### src/rtl/regfile_wport_arbiter.sv
// regfile_wport_arbiter
// Arbitrates the single register-file write port between the in-order
// pipeline writeback stage and the long-latency auxiliary unit. It also keeps
// a per-register scoreboard of outstanding auxiliary writes so that decode can
// stall on operands that have not been written yet.
//
// Build option: define RF_ARB_STARVE_GUARD_EN to enable the starvation guard.
// With the guard, an auxiliary request refused STARVE_LIMIT cycles in a row is
// forced through on the next cycle. Without it, the pipeline has strict
// priority and STARVE_LIMIT has no effect.
//
// Grants are combinational, so a request is accepted in the same cycle it is
// presented. All outputs are held at 0 while reset is low.

module regfile_wport_arbiter #(
    parameter int unsigned STARVE_LIMIT = 4
) (
    input  logic        clk,
    input  logic        reset,
    input  logic        pipe_valid,
    input  logic [4:0]  pipe_addr,
    input  logic [31:0] pipe_data,
    output logic        pipe_ready,
    input  logic        aux_valid,
    input  logic [4:0]  aux_addr,
    input  logic [31:0] aux_data,
    output logic        aux_ready,
    input  logic        sb_set,
    input  logic [4:0]  sb_set_addr,
    input  logic [4:0]  rd_addr1,
    input  logic [4:0]  rd_addr2,
    output logic        busy1,
    output logic        busy2,
    output logic        rf_we,
    output logic [4:0]  rf_waddr,
    output logic [31:0] rf_wdata
);

    logic        w_aux_force;
    logic        w_pipe_ready;
    logic        w_aux_ready;
    logic        w_pipe_grant;
    logic        w_aux_grant;
    logic [31:0] r_pending;
    logic [31:0] w_pending_nxt;

`ifdef RF_ARB_STARVE_GUARD_EN
    typedef enum logic {
        PIPE_PRI  = 1'b0,
        AUX_FORCE = 1'b1
    } arb_state_e;

    localparam logic [3:0] LP_WAIT_LAST = 4'(STARVE_LIMIT - 1);

    arb_state_e r_state;
    logic [3:0] r_wait_cnt;
    logic       w_aux_refused;

    assign w_aux_refused = aux_valid && !w_aux_ready;
    assign w_aux_force   = (r_state == AUX_FORCE);

    // Count consecutive auxiliary refusals and force a single auxiliary grant
    // once the limit is reached.
    // NOTE: clocked state uses non-blocking assignments so every flop samples
    // the pre-edge value of the others, independent of statement order.
    always_ff @(posedge clk or negedge reset) begin
        if (!reset) begin
            r_state    <= PIPE_PRI;
            r_wait_cnt <= 4'd0;
        end else begin
            r_wait_cnt <= w_aux_refused ? (r_wait_cnt + 4'd1) : 4'd0;
            case (r_state)
                PIPE_PRI: begin
                    if (w_aux_refused && (r_wait_cnt == LP_WAIT_LAST)) begin
                        r_state <= AUX_FORCE;
                    end
                end
                AUX_FORCE: begin
                    // One forced grant, or the request went away: either way
                    // the pipeline regains priority.
                    if (w_aux_grant || !aux_valid) begin
                        r_state <= PIPE_PRI;
                    end
                end
                default: r_state <= PIPE_PRI;
            endcase
        end
    end
`else
    // Strict pipeline priority; the starvation limit is only kept as a port
    // of the parameter list so both builds share one instantiation.
    logic [3:0] w_unused_limit;
    assign w_unused_limit = 4'(STARVE_LIMIT);
    assign w_aux_force    = 1'b0;
`endif

    // The loser of the arbitration sees ready low; everything is gated off
    // while reset is asserted so the outputs read 0 immediately.
    assign w_pipe_ready = reset && (!w_aux_force || !aux_valid);
    assign w_aux_ready  = reset && (w_aux_force || !pipe_valid);
    assign w_pipe_grant = pipe_valid && w_pipe_ready;
    assign w_aux_grant  = aux_valid && w_aux_ready;

    assign pipe_ready = w_pipe_ready;
    assign aux_ready  = w_aux_ready;

    // Write-port mux: at most one grant is ever active, idle port drives 0.
    // NOTE: every output gets a default first so no path can infer a latch.
    always_comb begin
        rf_we    = 1'b0;
        rf_waddr = 5'd0;
        rf_wdata = 32'd0;
        if (w_pipe_grant) begin
            rf_we    = 1'b1;
            rf_waddr = pipe_addr;
            rf_wdata = pipe_data;
        end else if (w_aux_grant) begin
            rf_we    = 1'b1;
            rf_waddr = aux_addr;
            rf_wdata = aux_data;
        end
    end

    // Next scoreboard value: clear on accepted aux write, then set on issue so
    // a same-cycle set wins; register 0 never becomes pending.
    always_comb begin
        w_pending_nxt = r_pending;
        if (w_aux_grant) begin
            w_pending_nxt[aux_addr] = 1'b0;
        end
        if (sb_set) begin
            w_pending_nxt[sb_set_addr] = 1'b1;
        end
        w_pending_nxt[0] = 1'b0;
    end

    // Scoreboard register.
    // NOTE: the pending bits are reset, unlike a data memory, because a stale
    // bit would stall decode on a write that will never arrive.
    always_ff @(posedge clk or negedge reset) begin
        if (!reset) begin
            r_pending <= 32'd0;
        end else begin
            r_pending <= w_pending_nxt;
        end
    end

    // Operand stall: pending and not being written right now (bypass covers it).
    assign busy1 = reset && (rd_addr1 != 5'd0) && r_pending[rd_addr1]
                   && !(w_aux_grant && (aux_addr == rd_addr1));
    assign busy2 = reset && (rd_addr2 != 5'd0) && r_pending[rd_addr2]
                   && !(w_aux_grant && (aux_addr == rd_addr2));

endmodule
### config.mk
export PLATFORM = sky130hd
export DESIGN_NAME = regfile_wport_arbiter
export DESIGN_NICKNAME = d
export VERILOG_FILES = /design/src/rtl/regfile_wport_arbiter.sv
export SDC_FILE = /design/constraint.sdc
export NUM_CORES = 1
export LEC_CHECK = 0
export ABC_AREA = 0
export CAP_MARGIN = 20
export CORE_MARGIN = 2
export CORE_UTILIZATION = 39
export DETAILED_ROUTE_END_ITERATION = 16
export PLACE_DENSITY = 0.78
export RECOVER_POWER = 100
export SLEW_MARGIN = 20
export SYNTH_ARGS = -nofsm -noshare
export SYNTH_HDL_FRONTEND = slang
export SYNTH_SLANG_ARGS = --single-unit
### constraint.sdc
create_clock -name clk -period 2.54 [get_ports clk]
set_clock_uncertainty 0.1 [all_clocks]
set_input_delay 0.381 -clock clk [delete_from_list [all_inputs] [get_ports clk]]
set_output_delay 0.381 -clock clk [all_outputs]
set_load 0.01 [all_outputs]
==> impl_metrics.yaml, run 1 <==
clocking:
  cts_buffers: 5
  clk_pin_slew_ps: 60
  cts_tree: "done"
  cts-hold-fix-buffers: 0
  cts_buffer_depth: 2
  htreeDepth: 2
  clock_latency_ps: 280
  cts.sinks: 31
  cts_root_buf: "clkbuf_8"
synthesis:
  synth-seq-cells: 31
  synth_top_cell_by_area: "dfrtp_1"
  synth.area.mux_share: 0.164
  synth_top_area_frac: 0.320
  synth_top_family_by_area: "compound AO/OA/AOI/OAI gates"
  synth_edf_count: 0
  dominantRegCellSynth: "dfrtp_1"
  syn_area_per_cell_um2: 9.66
  synth_most_common_cell: "o21ai_0"
  synthArstFlopShare: 1.00
  yosys-top-cells-count: "o21ai_0 (62), a22o_1 (37), dfrtp_1 (31)"
  synth-warning-count: 0
  synth_xor_xnor_area_share: 0.0361
  synth_compound_area_frac: 0.295
  netlist_instances: 251
  syn-cell-area_um2: 2420
  synthTopCellsByArea: "dfrtp_1 (32%), a22o_1 (13%), o21ai_0 (13%), mux4_1 (6.5%), mux4_2 (5.6%)"
  ys_seq_area_frac: 0.320
  yosys.area_share.simple: 0.133
  syn-num-nets: 345
  synthAdderAreaFrac: 0
  synth.distinct_cells: 42
die:
  design.die.area_um2: 6860
  start_util: 0.407
  fp.dieW_um: 82.9
  core_um2: 5960
  io_pins: 136
  rows: 28
  fp.dieH_um: 82.9
detailed_routing:
  via_per_inst: 5.94
  drt_iter0_drc: 271
  post-route-drc-count: 0
  wl_per_cell_um: 20.4
  vias: 2846
  detail-route-antenna-nets: 0
  routed_wl_mm: 9.78
  first_pass_iters: 5
setup_path:
  worstPathRequired_ps: 2060
  path_cells: "clkdlybuf4s50_1, and3b_2, buf_4, a22o_1, clkdlybuf4s50_1"
  critPathBufInv: 3
  slowest_stage: "clkdlybuf4s50_1"
  cpLargestDelayFamily: "buffers and inverters"
  cp_common_cell: "clkdlybuf4s50_1"
  cp.arrival_ps: 2060
  critPathMaxFanout: 15
  critPathCaptureType: "primary output"
  critPathKind: "in2out"
  critPathLaunchType: "primary input"
  critical-path-max-stage-delay_ps: 490
timing:
  finalWorstSetupSlack_ps: -0.163
  hold_viol: 0
  max_freq_mhz: 394
  setup_viol: 1
  tightest_slew_ps: 376
  slew_viol_final: 0
  layout_worst_path_cycle_share: 1.00
  fin_tns_setup_ps: -0.163
  min_period_ps: 2540
  rsz0062_at_grt: "true"
  relSlewSlack: 0.749
power_and_ir_drop:
  combPwrFrac: 0.393
  ir_drop_uv: 384
  power_switching_w: 0.000574
  seq_power_share: 0.408
  p_per_area_nw_per_um2: 440
  p_clk_frac: 0.199
  switching_share: 0.316
  p_leak_nw: 1.73
  intPower_w: 0.00124
placed_design:
  dpl.hpwl_mm: 7.66
  io_buffers: 135
  dpl_cell_area_um2: 3990
  globalplace.congestion: 0.902
outcome:
  status: "complete, but fails checks"
  violations: "setup timing"
min_path:
  hold_class: "in2async"
cells_and_area:
  drive_gt1_frac: 0.151
  top_register: "r_pending"
  reg.largest.list: "r_pending x31"
  nFillCells: 478
  largest_register_ffs: 31
  diodes: 0
  area_growth_pct: 70.4
  stdcell_area_um2: 4130
  final_nets: 497
grt:
  grt_start_max_net_pins: 39
  grt_use_total: 0.267
  overflow: 0
  grt_pass1_wl_mm: 14.8
  first_global_vias: 2649
  antenna_found_initial: 0
run:
  maxCapViolCount: 0
stage by stage:
stage | cells | hold slack (ps) | utilization | worst slack (ps) | power, W
after global routing | 479 | 200 | 0.694 | -34.6 | 0.00191
after global placement | 467 | 418 | 0.669 | -627 | 0.00141
after CTS | 475 | 190 | 0.679 | 0.945 | 0.00179
final | 479 | 208 | 0.694 | -0.163 | 0.00182
after floorplan | 251 | -14.6 | - | 466 | 0.00104
after detailed placement | 467 | 437 | 0.669 | -633 | 0.00144
layout by cell type, fill, tap and decap left out, types with 3 or more instances in the layout:
master,count
mux4_2,6
clkdlybuf4s50_1,112
mux4_1,6
dfrtp_1,31
or3_1,3
xnor2_1,6
xor2_1,4
nor3_1,3
nand3b_1,11
or3b_2,3
mux2i_1,6
buf_4,29
dlymetal6s2s_1,5
dlygate4sd2_1,14
mux2_2,4
o21ai_0,62
clkbuf_8,5
nand3_1,6
inv_1,3
nor2_1,6
nand2_1,8
nor2b_1,4
a22o_1,37
final cells by class:
cell class | instances | area, um2 | share of cell area
clock buffers | 7 | 76.3 | 0.0185
well taps | 75 | 93.8 | 0.0227
inverters | 3 | 11.3 | 0.00272
repair buffers | 168 | 1630 | 0.395
flip-flops and latches | 31 | 776 | 0.188
clock inverters | 1 | 5.00 | 0.00121
multi-input cells | 194 | 1540 | 0.372
repair_timing:
item	CTS	global route
endpoints found under the setup margin	41	32
buffers inserted	0	2
gates resized for setup	25	12
gates cloned	0	2
metal layers:
| layer | wire (um) | GRT usage |
|---|---|---|
| met5 | 0 | 0 |
| met4 | 122 | 0.0387 |
| met3 | 863 | 0.0507 |
| met2 | 4890 | 0.456 |
| met1 | 3900 | 0.362 |
power groups by stage:
stage                     combinational, W  clock (W)  sequential (W)
after floorplan                   0.000366          0        0.000671
after global placement            0.000685          0        0.000729
after detailed placement          0.000704          0        0.000738
after CTS                         0.000694   0.000362        0.000729
after global routing              0.000772   0.000392        0.000745
final                             0.000714   0.000361        0.000742
final timing paths:
check	depth (start not counted)	end	slack, ps	startpoint
worst min-delay path	2	r_pending[17]	210	reset
worst min register to register	2	r_pending[7]	460	r_pending[7]
min in group clk	2	r_pending[7]	460	r_pending[7]
max in group asynchronous	4	r_pending[14]	1660	reset
worst max-delay path	5	rf_wdata[1]	-0.2	pipe_valid
worst max register to register	3	r_pending[16]	1590	r_pending[16]
logic make-up (layout without fill, tap and decap cells):
logic type,count (synthesis),count (layout)
AO/OA/AOI/OAI,108,108
XOR/XNOR,10,10
buffers and inverters,26,179
flip-flops,31,31
multiplexers,22,22
AND/OR/NAND/NOR,54,54
Note: power is estimated with default switching activity, not from simulation.
==> run 2: changes to the inputs <==
- PLACE_DENSITY: 0.78 -> 0.87
==> impl_metrics.yaml, run 2 (synthesis gave the netlist of run 1 again) <==
cells_and_area:
  layout_commonest_cell: "clkdlybuf4s50_1"
  stdcell_area_um2: 4170
  final_nets: 501
  reg.largest.list: "r_pending x31"
  finish.utilization: 0.700
  top_register: "r_pending"
  drive_gt1_frac: 0.162
  mostFrequentLayoutCells: "clkdlybuf4s50_1 (87), o21ai_0 (62), a22o_1 (37)"
  area_growth_pct: 71.8
  diodes: 0
  largest_register_ffs: 31
  nFillCells: 452
clocking:
  clk_pin_slew_ps: 70
  cts_buffer_depth: 2
  cts_root_buf: "clkbuf_8"
  cts_tree: "done"
  cts.sinks: 31
  clock_latency_ps: 280
  cts_buffers: 5
  htreeDepth: 2
grt:
  overflow: 0
  antenna_found_initial: 0
  grt_pass1_wl_mm: 15.4
  grt_start_max_net_pins: 32
  first_global_vias: 2864
  grt_use_total: 0.281
timing:
  slew_viol_final: 0
  hold_viol: 0
  relSlewSlack: 0.296
  min_period_ps: 2480
  tightest_slew_ps: 1060
  max_freq_mhz: 403
  setup_viol: 0
  layout_worst_path_cycle_share: 0.976
die:
  start_util: 0.407
  design.die.area_um2: 6860
  core_um2: 5960
  rows: 28
  fp.dieW_um: 82.9
  io_pins: 136
  fp.dieH_um: 82.9
placed_design:
  io_buffers: 135
  dpl_cell_area_um2: 4000
  globalplace.congestion: 0.951
  dpl.hpwl_mm: 7.69
power_and_ir_drop:
  p_leak_nw: 1.91
  ir_drop_uv: 372
  p_per_area_nw_per_um2: 466
detailed_routing:
  first_pass_iters: 5
  routed_wl_mm: 9.90
  vias: 2866
  drt_iter0_drc: 289
  via_per_inst: 5.93
  post-route-drc-count: 0
  detail-route-antenna-nets: 0
  wl_per_cell_um: 20.5
min_path:
  hold_class: "in2async"
setup_path:
  critPathKind: "in2out"
  r2r_cells: 3
  critPathCaptureType: "primary output"
  critPathMaxFanout: 6
  cp.arrival_ps: 2000
  critPathLaunchType: "primary input"
  worstPathRequired_ps: 2060
outcome:
  status: "finished clean"
run:
  maxCapViolCount: 0
run 2: cell count changes in the layout (fill, tap and decap cells not counted), moves of 3 or more:
cell             delta
dlymetal6s2s_1     +10
buf_6               +3
dlygate4sd2_1       +3
dlygate4sd3_1       +3
clkbuf_1            +4
clkdlybuf4s50_1    -25
clkdlybuf4s25_1     +5
run 2: path summary, 6_finish.rpt:
path / from / slack (ps) / end
setup reg to reg: r_pending[16] / 1620 / r_pending[16]
min in group clk: r_pending[3] / 450 / r_pending[3]
setup / recovery: pipe_valid / 60 / rf_wdata[13]
max in group asynchronous: reset / 730 / r_pending[21]
hold reg to reg: r_pending[3] / 450 / r_pending[3]
hold / removal: reset / 390 / r_pending[14]
run 2: timing repair:
| item | CTS | global route |
|---|---|---|
| endpoints found under the hold margin | 0 | 0 |
| hold buffers | 0 | 0 |
| buffers inserted | 1 | 2 |
| endpoints found under the setup margin | 40 | 23 |
| pin swaps | 1 | 1 |
| gates resized for setup | 42 | 30 |
| cloned | 0 | 1 |
run 2: layer usage:
layer,GRT usage,vias to the layer above,share of wire
li1,-,1299,-
met1,0.350,1333,0.37
met2,0.461,193,0.48
met3,0.0785,41,0.11
met4,0.109,0,0.040
met5,0,-,0
run 2: report_power, final:
group | internal [W] | leakage, nW | switching, W | total (W)
clock | 0.000317 | 0.0612 | 0.000182 | 0.000499
combinational | 0.000422 | 1.49 | 0.000290 | 0.000712
sequential | 0.000614 | 0.361 | 0.000118 | 0.000731
run 2: critical path, stage by stage:
cell and delay [ps]:
clkdlybuf4s50_1 480, and3b_2 270, buf_4 170, a22o_1 230, clkdlybuf4s50_1 470
run 2: cell type report:
| class | instances | area, um2 | share of cell area |
|---|---|---|---|
| clock buffer | 6 | 82.6 | 0.0198 |
| clock inverter | 2 | 35.0 | 0.00841 |
| inverter | 3 | 11.3 | 0.00270 |
| multi-input combinational | 194 | 1540 | 0.369 |
| sequential | 31 | 776 | 0.186 |
| tap | 75 | 93.8 | 0.0225 |
| timing repair buffer | 172 | 1630 | 0.392 |
run 2: per-stage QoR:
step	setup slack, ps	setup TNS [ps]	hold slack [ps]	total power (W)	instances
floorplan	466	0	-14.6	0.00104	251
global placement	-594	-9180	416	0.00141	471
detailed placement	-671	-9440	425	0.00145	471
CTS	1.90	0	278	0.00194	480
global route	-1.44	-1.44	408	0.00205	483
finish	60.1	0	389	0.00194	483
